<file path="config.mk">
export PLATFORM = sky130hd
export DESIGN_NAME = dw_result_drain
export DESIGN_NICKNAME = d
export VERILOG_FILES = /design/src/rtl/dw_result_drain.sv
export SDC_FILE = /design/constraint.sdc
export NUM_CORES = 1
export LEC_CHECK = 0
export CORE_ASPECT_RATIO = 1.75
export CORE_MARGIN = 10
export CORE_UTILIZATION = 35
export CTS_CLUSTER_DIAMETER = 50
export DETAILED_ROUTE_END_ITERATION = 7
export PLACE_DENSITY = 0.49
export SKIP_LAST_GASP = 1
export SYNTH_ARGS = -nofsm -noshare
export SYNTH_HDL_FRONTEND = slang
export SYNTH_SLANG_ARGS = --single-unit
</file>
<file path="constraint.sdc">
create_clock -name clk -period 4.7 [get_ports clk]
set_clock_uncertainty 0.1 [all_clocks]
set_input_delay 0.47 -clock clk [delete_from_list [all_inputs] [get_ports clk]]
set_output_delay 0.47 -clock clk [all_outputs]
set_load 0.02 [all_outputs]
</file>
<file path="src/rtl/dw_result_drain.sv">
// Result drain behind the depthwise systolic array. It drops warm-up beats,
// requantizes each lane to DATA_WIDTH and queues the packed columns in a small FIFO.
module dw_result_drain #(
    parameter int DATA_WIDTH     = 8,
    parameter int OUT_DATA_WIDTH = 32,
    parameter int NUM_KCELLS     = 3,
    parameter int STRIP_COLS     = 114,
    parameter int FIFO_DEPTH     = 4
) (
    input  logic                                 clk,
    input  logic                                 reset,
    input  logic                                 start,
    input  logic                                 res_valid,
    input  logic [NUM_KCELLS*OUT_DATA_WIDTH-1:0] result,
    input  logic signed [31:0]                   bias,
    input  logic [4:0]                           shift,
    input  logic                                 relu_en,
    output logic                                 in_ready,
    output logic                                 out_valid,
    input  logic                                 out_ready,
    output logic [NUM_KCELLS*DATA_WIDTH-1:0]     out_data,
    output logic                                 strip_done,
    output logic                                 overflow
);

    localparam int CW = (STRIP_COLS > 1) ? $clog2(STRIP_COLS) : 1;
    localparam int PW = (FIFO_DEPTH > 1) ? $clog2(FIFO_DEPTH) : 1;
    localparam int AW = 34;
    localparam int OW = OUT_DATA_WIDTH;
    localparam int DW = DATA_WIDTH;
    localparam int LW = NUM_KCELLS * DATA_WIDTH;

    localparam logic [CW-1:0]        LAST_COL  = CW'(STRIP_COLS - 1);
    localparam logic [CW-1:0]        WARM_COLS = CW'(NUM_KCELLS - 1);
    localparam logic [PW:0]          DEPTH     = (PW + 1)'(FIFO_DEPTH);
    localparam logic signed [AW-1:0] ONE       = AW'(1);
    localparam logic signed [AW-1:0] U_MAX     = AW'((1 << DW) - 1);
    localparam logic signed [AW-1:0] S_MAX     = AW'((1 << (DW - 1)) - 1);
    localparam logic signed [AW-1:0] S_MIN     = ~S_MAX;

    // Column tracking
    logic [CW-1:0] col_cnt_q, col_cnt_d;
    logic [CW-1:0] eff_col;
    logic          strip_done_q, strip_done_d;
    logic          overflow_q, overflow_d;
    logic          kept;

    // S1 stage
    logic          s1_valid_q, s1_valid_d;
    logic [LW-1:0] s1_data_q, s1_data_d;

    // FIFO state
    logic [LW-1:0] mem_q [FIFO_DEPTH];
    logic [PW-1:0] wr_ptr_q, wr_ptr_d;
    logic [PW-1:0] rd_ptr_q, rd_ptr_d;
    logic [PW:0]   count_q, count_d;
    logic [PW:0]   occ;
    logic          push, pop;

    logic signed [AW-1:0] bias_ext;
    assign bias_ext = {{(AW-32){bias[31]}}, bias};

    // A beat coincident with start is col 0 of the new strip.
    assign eff_col = start ? '0 : col_cnt_q;
    assign kept    = res_valid && (eff_col >= WARM_COLS);

    // S1 occupancy is counted so a registered beat always has a FIFO slot.
    assign occ      = count_q + {{PW{1'b0}}, s1_valid_q};
    assign in_ready = (occ < DEPTH);

    always_comb begin
        col_cnt_d    = col_cnt_q;
        strip_done_d = 1'b0;
        if (start) begin
            col_cnt_d = res_valid ? CW'(1) : '0;
        end else if (res_valid) begin
            strip_done_d = (col_cnt_q == LAST_COL);
            col_cnt_d    = (col_cnt_q == LAST_COL) ? '0 : col_cnt_q + 1'b1;
        end
    end

    always_comb begin
        overflow_d = start ? 1'b0 : overflow_q;
        if (kept && !in_ready) begin
            overflow_d = 1'b1;
        end
        s1_valid_d = kept && in_ready;
    end

    // Per-lane requantization: bias, round-half-up shift, clamp.
    generate
        for (genvar gi = 0; gi < NUM_KCELLS; gi++) begin : g_lane
            logic [OW-1:0]        lane_raw;
            logic signed [AW-1:0] lane_sum;
            logic signed [AW-1:0] lane_rnd;
            logic signed [AW-1:0] lane_shf;
            logic [DW-1:0]        lane_sat;

            assign lane_raw = result[gi*OW +: OW];
            assign lane_sum = {{(AW-OW){lane_raw[OW-1]}}, lane_raw} + bias_ext;
            assign lane_rnd = (shift != 5'd0) ? (ONE << (shift - 5'd1)) : '0;
            assign lane_shf = (lane_sum + lane_rnd) >>> shift;

            always_comb begin
                lane_sat = lane_shf[DW-1:0];
                if (relu_en) begin
                    if (lane_shf < 0) begin
                        lane_sat = '0;
                    end else if (lane_shf > U_MAX) begin
                        lane_sat = '1;
                    end
                end else begin
                    if (lane_shf > S_MAX) begin
                        lane_sat = S_MAX[DW-1:0];
                    end else if (lane_shf < S_MIN) begin
                        lane_sat = S_MIN[DW-1:0];
                    end
                end
            end

            assign s1_data_d[gi*DW +: DW] = lane_sat;
        end
    endgenerate

    assign push      = s1_valid_q;
    assign out_valid = (count_q != '0);
    assign pop       = out_valid && out_ready;
    assign out_data  = out_valid ? mem_q[rd_ptr_q] : '0;

    always_comb begin
        wr_ptr_d = push ? wr_ptr_q + 1'b1 : wr_ptr_q;
        rd_ptr_d = pop  ? rd_ptr_q + 1'b1 : rd_ptr_q;
        count_d  = count_q;
        case ({push, pop})
            2'b10:   count_d = count_q + 1'b1;
            2'b01:   count_d = count_q - 1'b1;
            default: count_d = count_q;
        endcase
    end

    always_ff @(posedge clk or posedge reset) begin
        if (reset) begin
            col_cnt_q    <= '0;
            strip_done_q <= 1'b0;
            overflow_q   <= 1'b0;
            s1_valid_q   <= 1'b0;
            s1_data_q    <= '0;
            wr_ptr_q     <= '0;
            rd_ptr_q     <= '0;
            count_q      <= '0;
        end else begin
            col_cnt_q    <= col_cnt_d;
            strip_done_q <= strip_done_d;
            overflow_q   <= overflow_d;
            s1_valid_q   <= s1_valid_d;
            if (s1_valid_d) begin
                s1_data_q <= s1_data_d;
            end
            wr_ptr_q     <= wr_ptr_d;
            rd_ptr_q     <= rd_ptr_d;
            count_q      <= count_d;
        end
    end

    // Storage needs no reset; only entries below count are ever presented.
    always_ff @(posedge clk) begin
        if (push) begin
            mem_q[wr_ptr_q] <= s1_data_q;
        end
    end

    assign strip_done = strip_done_q;
    assign overflow   = overflow_q;

endmodule

</file>
==> run_results.csv, run 1 <==
group,metric,value,unit
placement,dp_hpwl,112000,um
worst_hold_path,min_path_type,"primary input to async pin",
floorplanning,initial_core_util,35.4,%
cts,cts_root_buf,"clkbuf_16",
detailed_routing,post-route-drc-count,0,
critical_path,worstSetupPathType,"primary input to register",
synthesis,yosys.cell_types.count,117,
critical_path,cp_max_fo,7,
sta,finalMaxSlewViolations,0,
global_routing,grt_start_max_net_pins,53,
critical_path,reg2reg_slack,1.49,ns
sta,period_share,126,%
critical_path,cp.arrival,6.14,ns
detailed_routing,drtIter0Drc,2255,
detailed_routing,via_per_inst,5.85,
flow_run,maxCapViolCount,0,
sta,final_hold_viol_count,0,
synthesis,syn_area,23600,sq um
cells_and_area,antennaDiodeCount,0,
synthesis,synthFlopType,"edfxtp_1",
floorplanning,io_pins,167,
sta,rsz0062_at_grt,"true",
global_routing,grt_pass1_wl,194000,um
status,violations,"negative setup slack",
detailed_routing,ant_nets,0,
power_and_ir_drop,total_power,11600,uW
global_routing,grt_use_total,33.0,%
placement,dp_cells,4751,
placement,gp_congestion,1.05,
sta,maxSlewHeadroom,17.9,%
cts,clock_path_buffers,3,
floorplanning,die-area,78600,sq um
synthesis,ys_warn_count,0,
critical_path,worst_setup_path_end_kind,"register",
cts,htree_levels,4,
sta,worst_slack,-1.21,ns
cells_and_area,multi_input_area,19800,sq um
sta,fin_crit,5.91,ns
critical_path,cp.required,4.93,ns
cells_and_area,layout-drive-gt1-share,39.0,%
global_routing,antenna_found_initial,1,
critical_path,timing.rr.start,"col_cnt_q[2]$_DFFE_PP0P_",
power_and_ir_drop,power_density,318,nW/um^2
cts,hold_buffers,0,
synthesis,synth_edf_count,96,
synthesis,synth_async_sr_flop_share,29.9,%
cells_and_area,fillers,6400,
cts,cts_buffers,25,
sta,max_clock_freq,169,MHz
synthesis,yosysSeqAreaShare,16.6,%
sta,tightest_slew,1.23,ns
status,status,"finished with violations",
floorplanning,design.core.area,66600,sq um
cts,clk_latency,0.49,ns
power_and_ir_drop,leakage,0.0160,uW
cells_and_area,seqCellArea,3910,sq um
global_routing,gr-total-overflow,0,
critical_path,ff2ff_path_depth,9,
placement,numPortBuffers,166,
sta,setup_viol_count_final,24,
cts,clk_pin_slew,0.05,ns
synthesis,netlist_instances,2942,
synthesis,syn_avg_cell_area,8.01,sq um
cts,clock-sinks,137,
cells_and_area,instances_no_fill,4879,
detailed_routing,firstDrtPassIters,6,
global_routing,first_global_vias,29800,
critical_path,startpoint_type,"primary input",
floorplanning,placementRows,125,
detailed_routing,num_vias,28500,
cells_and_area,areaGrowthSynthToFinish,54.7,%
detailed_routing,finalWirelength,134000,um
synthesis,ys_seq_elements,137,
cells_and_area,fin_nets,4332,
floorplanning,die_y,363,um
cts,cts_tree,"built",
power_and_ir_drop,ir_drop,0.241,mV
floorplanning,fp.dieW,216,um
critical_path,reg2reg_to,"s1_data_q[2]$_DFFE_PP0P_",
detailed_routing,post_drt_wl_per_cell,27.5,um
-- flip-flops by register name (all words and copies together) (netlist names) --
signal / cells
wr_ptr_q: 2
col_cnt_q: 7
rd_ptr_q: 2
strip_done: 1
push: 1
count_q: 3
mem_q: 96
s1_data_q: 24
overflow: 1
-- per-stage QoR --
| stage | TNS (ns) | instance area (sq um) | util (%) | hold WS, ns | setup slack (ns) |
|---|---|---|---|---|---|
| after floorplan | -30.05 | 23900 | - | 0.376 | -1.52 |
| after global placement | -48.40 | 32700 | 49.1 | 0.382 | -2.25 |
| after detailed placement | -48.88 | 32700 | 49.1 | 0.395 | -2.33 |
| after CTS | -22.47 | 35600 | 53.5 | 0.380 | -1.10 |
| after global routing | -27.94 | 36500 | 54.8 | 0.403 | -1.32 |
| final | -24.15 | 36500 | 54.8 | 0.352 | -1.21 |
-- logic make-up after synthesis --
logic type	synth area share, %
compound gates	27.9
buf+inv	9.17
fa+ha+maj	14.4
simple gates	19.7
other cells	0.0319
mux	9.98
xor+xnor	2.34
flops	16.6
-- worst max-delay path, stage by stage --
cell and delay (ns):
buf_12 0.12, clkinv_8 0.07, nor2_4 0.15, buf_6 0.12, nand2_4 0.05, buf_4 0.13, fa_1 0.44, inv_2 0.09
ha_4 0.13, inv_1 0.05, fa_2 0.36, nor2b_4 0.13, o211ai_1 0.19, buf_4 0.23, a2111o_1 0.51, a211o_4 0.42
a311oi_4 0.33, nand2b_4 0.20, nand4_4 0.13, nor3_4 0.24, o32ai_4 0.11, or4_1 0.49, or4_4 0.47, o31ai_4 0.32
a31oi_1 0.16
-- synth_stat cells (33+ instances only) --
library cell	number	area, sq um
inv_1	308	1160
nand2_1	284	1070
nor2_1	249	935
a21oi_1	161	806
o21ai_0	137	686
ha_1	106	1330
fa_1	103	2060
clkbuf_1	100	375
edfxtp_1	96	2880
nor3_1	87	435
mux2i_1	82	821
nand3_1	75	375
o211ai_1	67	503
mux4_2	57	1280
and2_1	55	344
nand4_1	52	325
a211oi_1	44	330
dfrtp_1	41	1030
xnor2_1	40	350
o21a_1	37	278
a21o_1	34	255
o22ai_1	33	206
-- layout by cell type, fill, tap and decap left out, drive strengths merged, types with 56 or more instances in the layout --
master	Yosys	final
buf	72	1036
nand2	284	284
fa	103	103
mux4	57	57
nor2	250	250
o211ai	67	67
and2	56	56
edfxtp	96	96
nand3	76	76
a21oi	167	167
mux2i	82	82
ha	106	106
inv	310	307
o21ai	156	156
clkdlybuf4s50	0	159
nor3	89	89
-- cell type report --
| cell class | instances | share of cell area (%) |
|---|---|---|
| well taps | 889 | 3.05 |
| clock buffers | 28 | 1.77 |
| flip-flops and latches | 137 | 10.7 |
| repair buffers | 1197 | 26.9 |
| multi-input cells | 2313 | 54.3 |
| inverters | 310 | 3.28 |
| clock inverters | 5 | 0.0583 |
-- power breakdown --
part           switching [uW]  leakage, uW  internal, uW
registers                 260      0.00138          1560
logic                    4350       0.0143          3940
clock network             522     0.000330           959
total                    5130       0.0160          6460
-- how the worst max path moves through the flow --
| stage | startpoint | to | slack (ns) | cells past startpoint |
|---|---|---|---|---|
| global route | shift[1] | s1_data_q[2]$_DFFE_PP0P_ | -1.32 | 24 |
| finish | shift[1] | s1_data_q[14]$_DFFE_PP0P_ | -1.21 | 25 |
| detailed placement | shift[2] | s1_data_q[14]$_DFFE_PP0P_ | -2.33 | 28 |
| global placement | shift[2] | s1_data_q[14]$_DFFE_PP0P_ | -2.25 | 28 |
| CTS | result[33] | s1_data_q[14]$_DFFE_PP0P_ | -1.10 | 21 |
| floorplan | shift[3] | s1_data_q[10]$_DFFE_PP0P_ | -1.52 | 26 |
-- routing by layer --
layer,GRT usage [%],routed length [um]
met1,32.7,45100
met2,58.9,67100
met3,3.44,6370
met4,32.5,15600
met5,0,0
-- repair_timing --
| item | in CTS | in global routing |
|---|---|---|
| gates resized for setup | 361 | 134 |
| endpoints found under the setup margin | 24 | 24 |
| gates cloned | 1 | 0 |
| buffers inserted | 76 | 23 |
| pin swaps | 98 | 68 |
Power figures use the tool's default switching activity.
==> run 2, diff against run 1 <==
--- a/config.mk
+++ b/config.mk
@@ -9,7 +9,9 @@
 export CORE_MARGIN = 10
 export CORE_UTILIZATION = 35
 export CTS_CLUSTER_DIAMETER = 50
+export CTS_CLUSTER_SIZE = 12
 export DETAILED_ROUTE_END_ITERATION = 7
+export MAX_ROUTING_LAYER = met4
 export PLACE_DENSITY = 0.49
 export SKIP_LAST_GASP = 1
 export SYNTH_ARGS = -nofsm -noshare
==> constraint.sdc (replaced) <==
create_clock -name clk -period 4.7 [get_ports clk]
set_clock_uncertainty 0.1 [all_clocks]
set_input_delay 0.47 -clock clk [delete_from_list [all_inputs] [get_ports clk]]
set_output_delay 0.47 -clock clk [all_outputs]
set_load 0.005 [all_outputs]
==> run 2 against run 1 <==
Net effect: sequential cell count did not move; first-iteration DRC count increased by 5.9%; worst hold slack lost 0.027 ns; final area up 1.2%; cell count about the same; die area did not move; largest power group unchanged; the run still ends with negative setup slack left; critical endpoint is now s1_data_q[10]$_DFFE_PP0P_; via count rose by 0.73%; clock power up 5%; sequential share of layout area decreased by 0.13 points.
==> run_results.csv, run 2 (same netlist as run 1, synthesis figures left out) <==
group,metric,value,unit
cells_and_area,seqCellArea,3910,sq um
flow_run,maxCapViolCount,0,
critical_path,timing.rr.start,"col_cnt_q[2]$_DFFE_PP0P_",
detailed_routing,post_drt_wl_per_cell,27.5,um
power_and_ir_drop,ir_drop,0.237,mV
critical_path,worstSetupPathType,"primary input to register",
status,status,"finished with violations",
sta,max_clock_freq,173,MHz
placement,pre_cts_ws,-2.25,ns
cts,cts_tree,"built",
cts,htree_levels,4,
cells_and_area,multi_input_area,20100,sq um
global_routing,gr-total-overflow,0,
cells_and_area,mostFrequentLayoutCell,"buf_4",
placement,placed_area,32900,sq um
floorplanning,initial_core_util,35.4,%
sta,fin_crit,5.77,ns
floorplanning,placementRows,125,
sta,setup_viol_count_final,24,
cts,clk_latency,0.49,ns
global_routing,grt_start_max_net_pins,57,
cts,cts_root_buf,"clkbuf_16",
critical_path,ff2ff_path_depth,8,
critical_path,cp_max_fo,7,
sta,maxSlewHeadroom,21.1,%
worst_hold_path,min_path_type,"primary input to async pin",
cts,clock-sinks,137,
floorplanning,die_y,363,um
floorplanning,design.core.area,66600,sq um
floorplanning,die-area,78600,sq um
detailed_routing,firstDrtPassIters,6,
power_and_ir_drop,power_density,313,nW/um^2
cells_and_area,biggestRegsByFlops,"mem_q: 96 flops, s1_data_q: 24 flops, col_cnt_q: 7 flops",
cts,clk_pin_slew,0.06,ns
cells_and_area,fin_nets,4335,
sta,rsz0062_at_grt,"true",
detailed_routing,finalWirelength,134000,um
detailed_routing,ant_nets,0,
critical_path,cp.required,4.93,ns
sta,finalMaxSlewViolations,0,
placement,dp_hpwl,112000,um
sta,worst_slack,-1.07,ns
cells_and_area,layout-drive-gt1-share,40.4,%
sta,period_share,123,%
sta,final_hold_viol_count,0,
critical_path,reg2reg_to,"s1_data_q[4]$_DFFE_PP0P_",
cts,cts_buffers,25,
critical_path,cp.arrival,6.00,ns
floorplanning,fp.dieW,216,um
critical_path,reg2reg_slack,1.40,ns
cells_and_area,largest_register,"mem_q",
cells_and_area,final_cell_area,36900,sq um
floorplanning,io_pins,167,
detailed_routing,via_per_inst,5.89,
critical_path,slowest_stage,"or4_1",
critical_path,cp_slowest_stage_delay,0.49,ns
cells_and_area,areaGrowthSynthToFinish,56.6,%
power_and_ir_drop,leakage,0.0162,uW
global_routing,first_global_vias,29800,
cells_and_area,fillers,6300,
status,violations,"negative setup slack",
global_routing,grt_pass1_wl,195000,um
global_routing,grt_use_total,34.1,%
cts,clock_path_buffers,3,
detailed_routing,num_vias,28800,
detailed_routing,post-route-drc-count,0,
placement,gp_congestion,1.04,
detailed_routing,drtIter0Drc,2388,
critical_path,startpoint_type,"primary input",
sta,tightest_slew,1.18,ns
placement,numPortBuffers,166,
cells_and_area,largest_register_ffs,96,
critical_path,worst_setup_path_end_kind,"register",
global_routing,antenna_found_initial,0,
cells_and_area,final_cell_mix,"976 x buf_4, 291 x inv_1, 249 x nand2_1",
run 2: per-layer routing:
metal / share of wire (%) / GRT usage, %
met4: 12 / 33.4
met1: 33 / 33.0
met5: 0 / -
met3: 4.6 / 3.08
met2: 50 / 58.5
run 2: layout make-up:
class / instances / share of cell area [%]
inverter: 310 / 3.24
timing repair buffer: 1200 / 26.7
antenna: 1 / 0.00678
tap: 889 / 3.01
clock inverter: 6 / 0.149
clock buffer: 27 / 1.74
sequential: 137 / 10.6
multi-input combinational: 2313 / 54.6
run 2: critical path, delay by kind of cell:
family	cells	cell delay, ns
fa+ha+maj	3	0.99
buf+inv	6	0.65
simple gates	9	1.91
compound gates	7	1.96
run 2: worst max-delay path by stage:
stage,start,slack [ns],depth (start not counted),to
after global placement,shift[3],-2.19,27,s1_data_q[13]$_DFFE_PP0P_
after floorplan,shift[3],-1.52,26,s1_data_q[10]$_DFFE_PP0P_
after CTS,shift[2],-1.08,28,s1_data_q[10]$_DFFE_PP0P_
after detailed placement,shift[3],-2.25,29,s1_data_q[21]$_DFFE_PP0P_
after global routing,shift[3],-1.21,27,s1_data_q[13]$_DFFE_PP0P_
final,shift[3],-1.07,25,s1_data_q[10]$_DFFE_PP0P_
run 2: repair_timing:
item | in CTS | in global routing
cloned | 0 | 1
hold buffers | 0 | 0
pin swaps | 73 | 84
endpoints found under the setup margin | 24 | 24
buffers inserted | 30 | 54
resized for setup | 249 | 332
run 2: power breakdown:
part / total, uW / internal (uW) / switching [uW]
sequential: 1820 / 1560 / 264
combinational: 8190 / 3980 / 4210
clock: 1550 / 1020 / 536
run 2: per-stage QoR:
stage / std cells / util [%] / total power, uW / hold WS, ns / setup TNS (ns)
2_1_floorplan: 2946 / - / 5320 / 0.376 / -30.05
3_3_place_gp: 4767 / 49.3 / 8990 / 0.378 / -50.79
3_5_place_dp: 4767 / 49.3 / 9070 / 0.394 / -51.78
4_1_cts: 4830 / 52.4 / 11000 / 0.342 / -23.88
5_1_grt: 4882 / 55.4 / 12200 / 0.377 / -27.20
6_report: 4883 / 55.4 / 11600 / 0.325 / -23.74
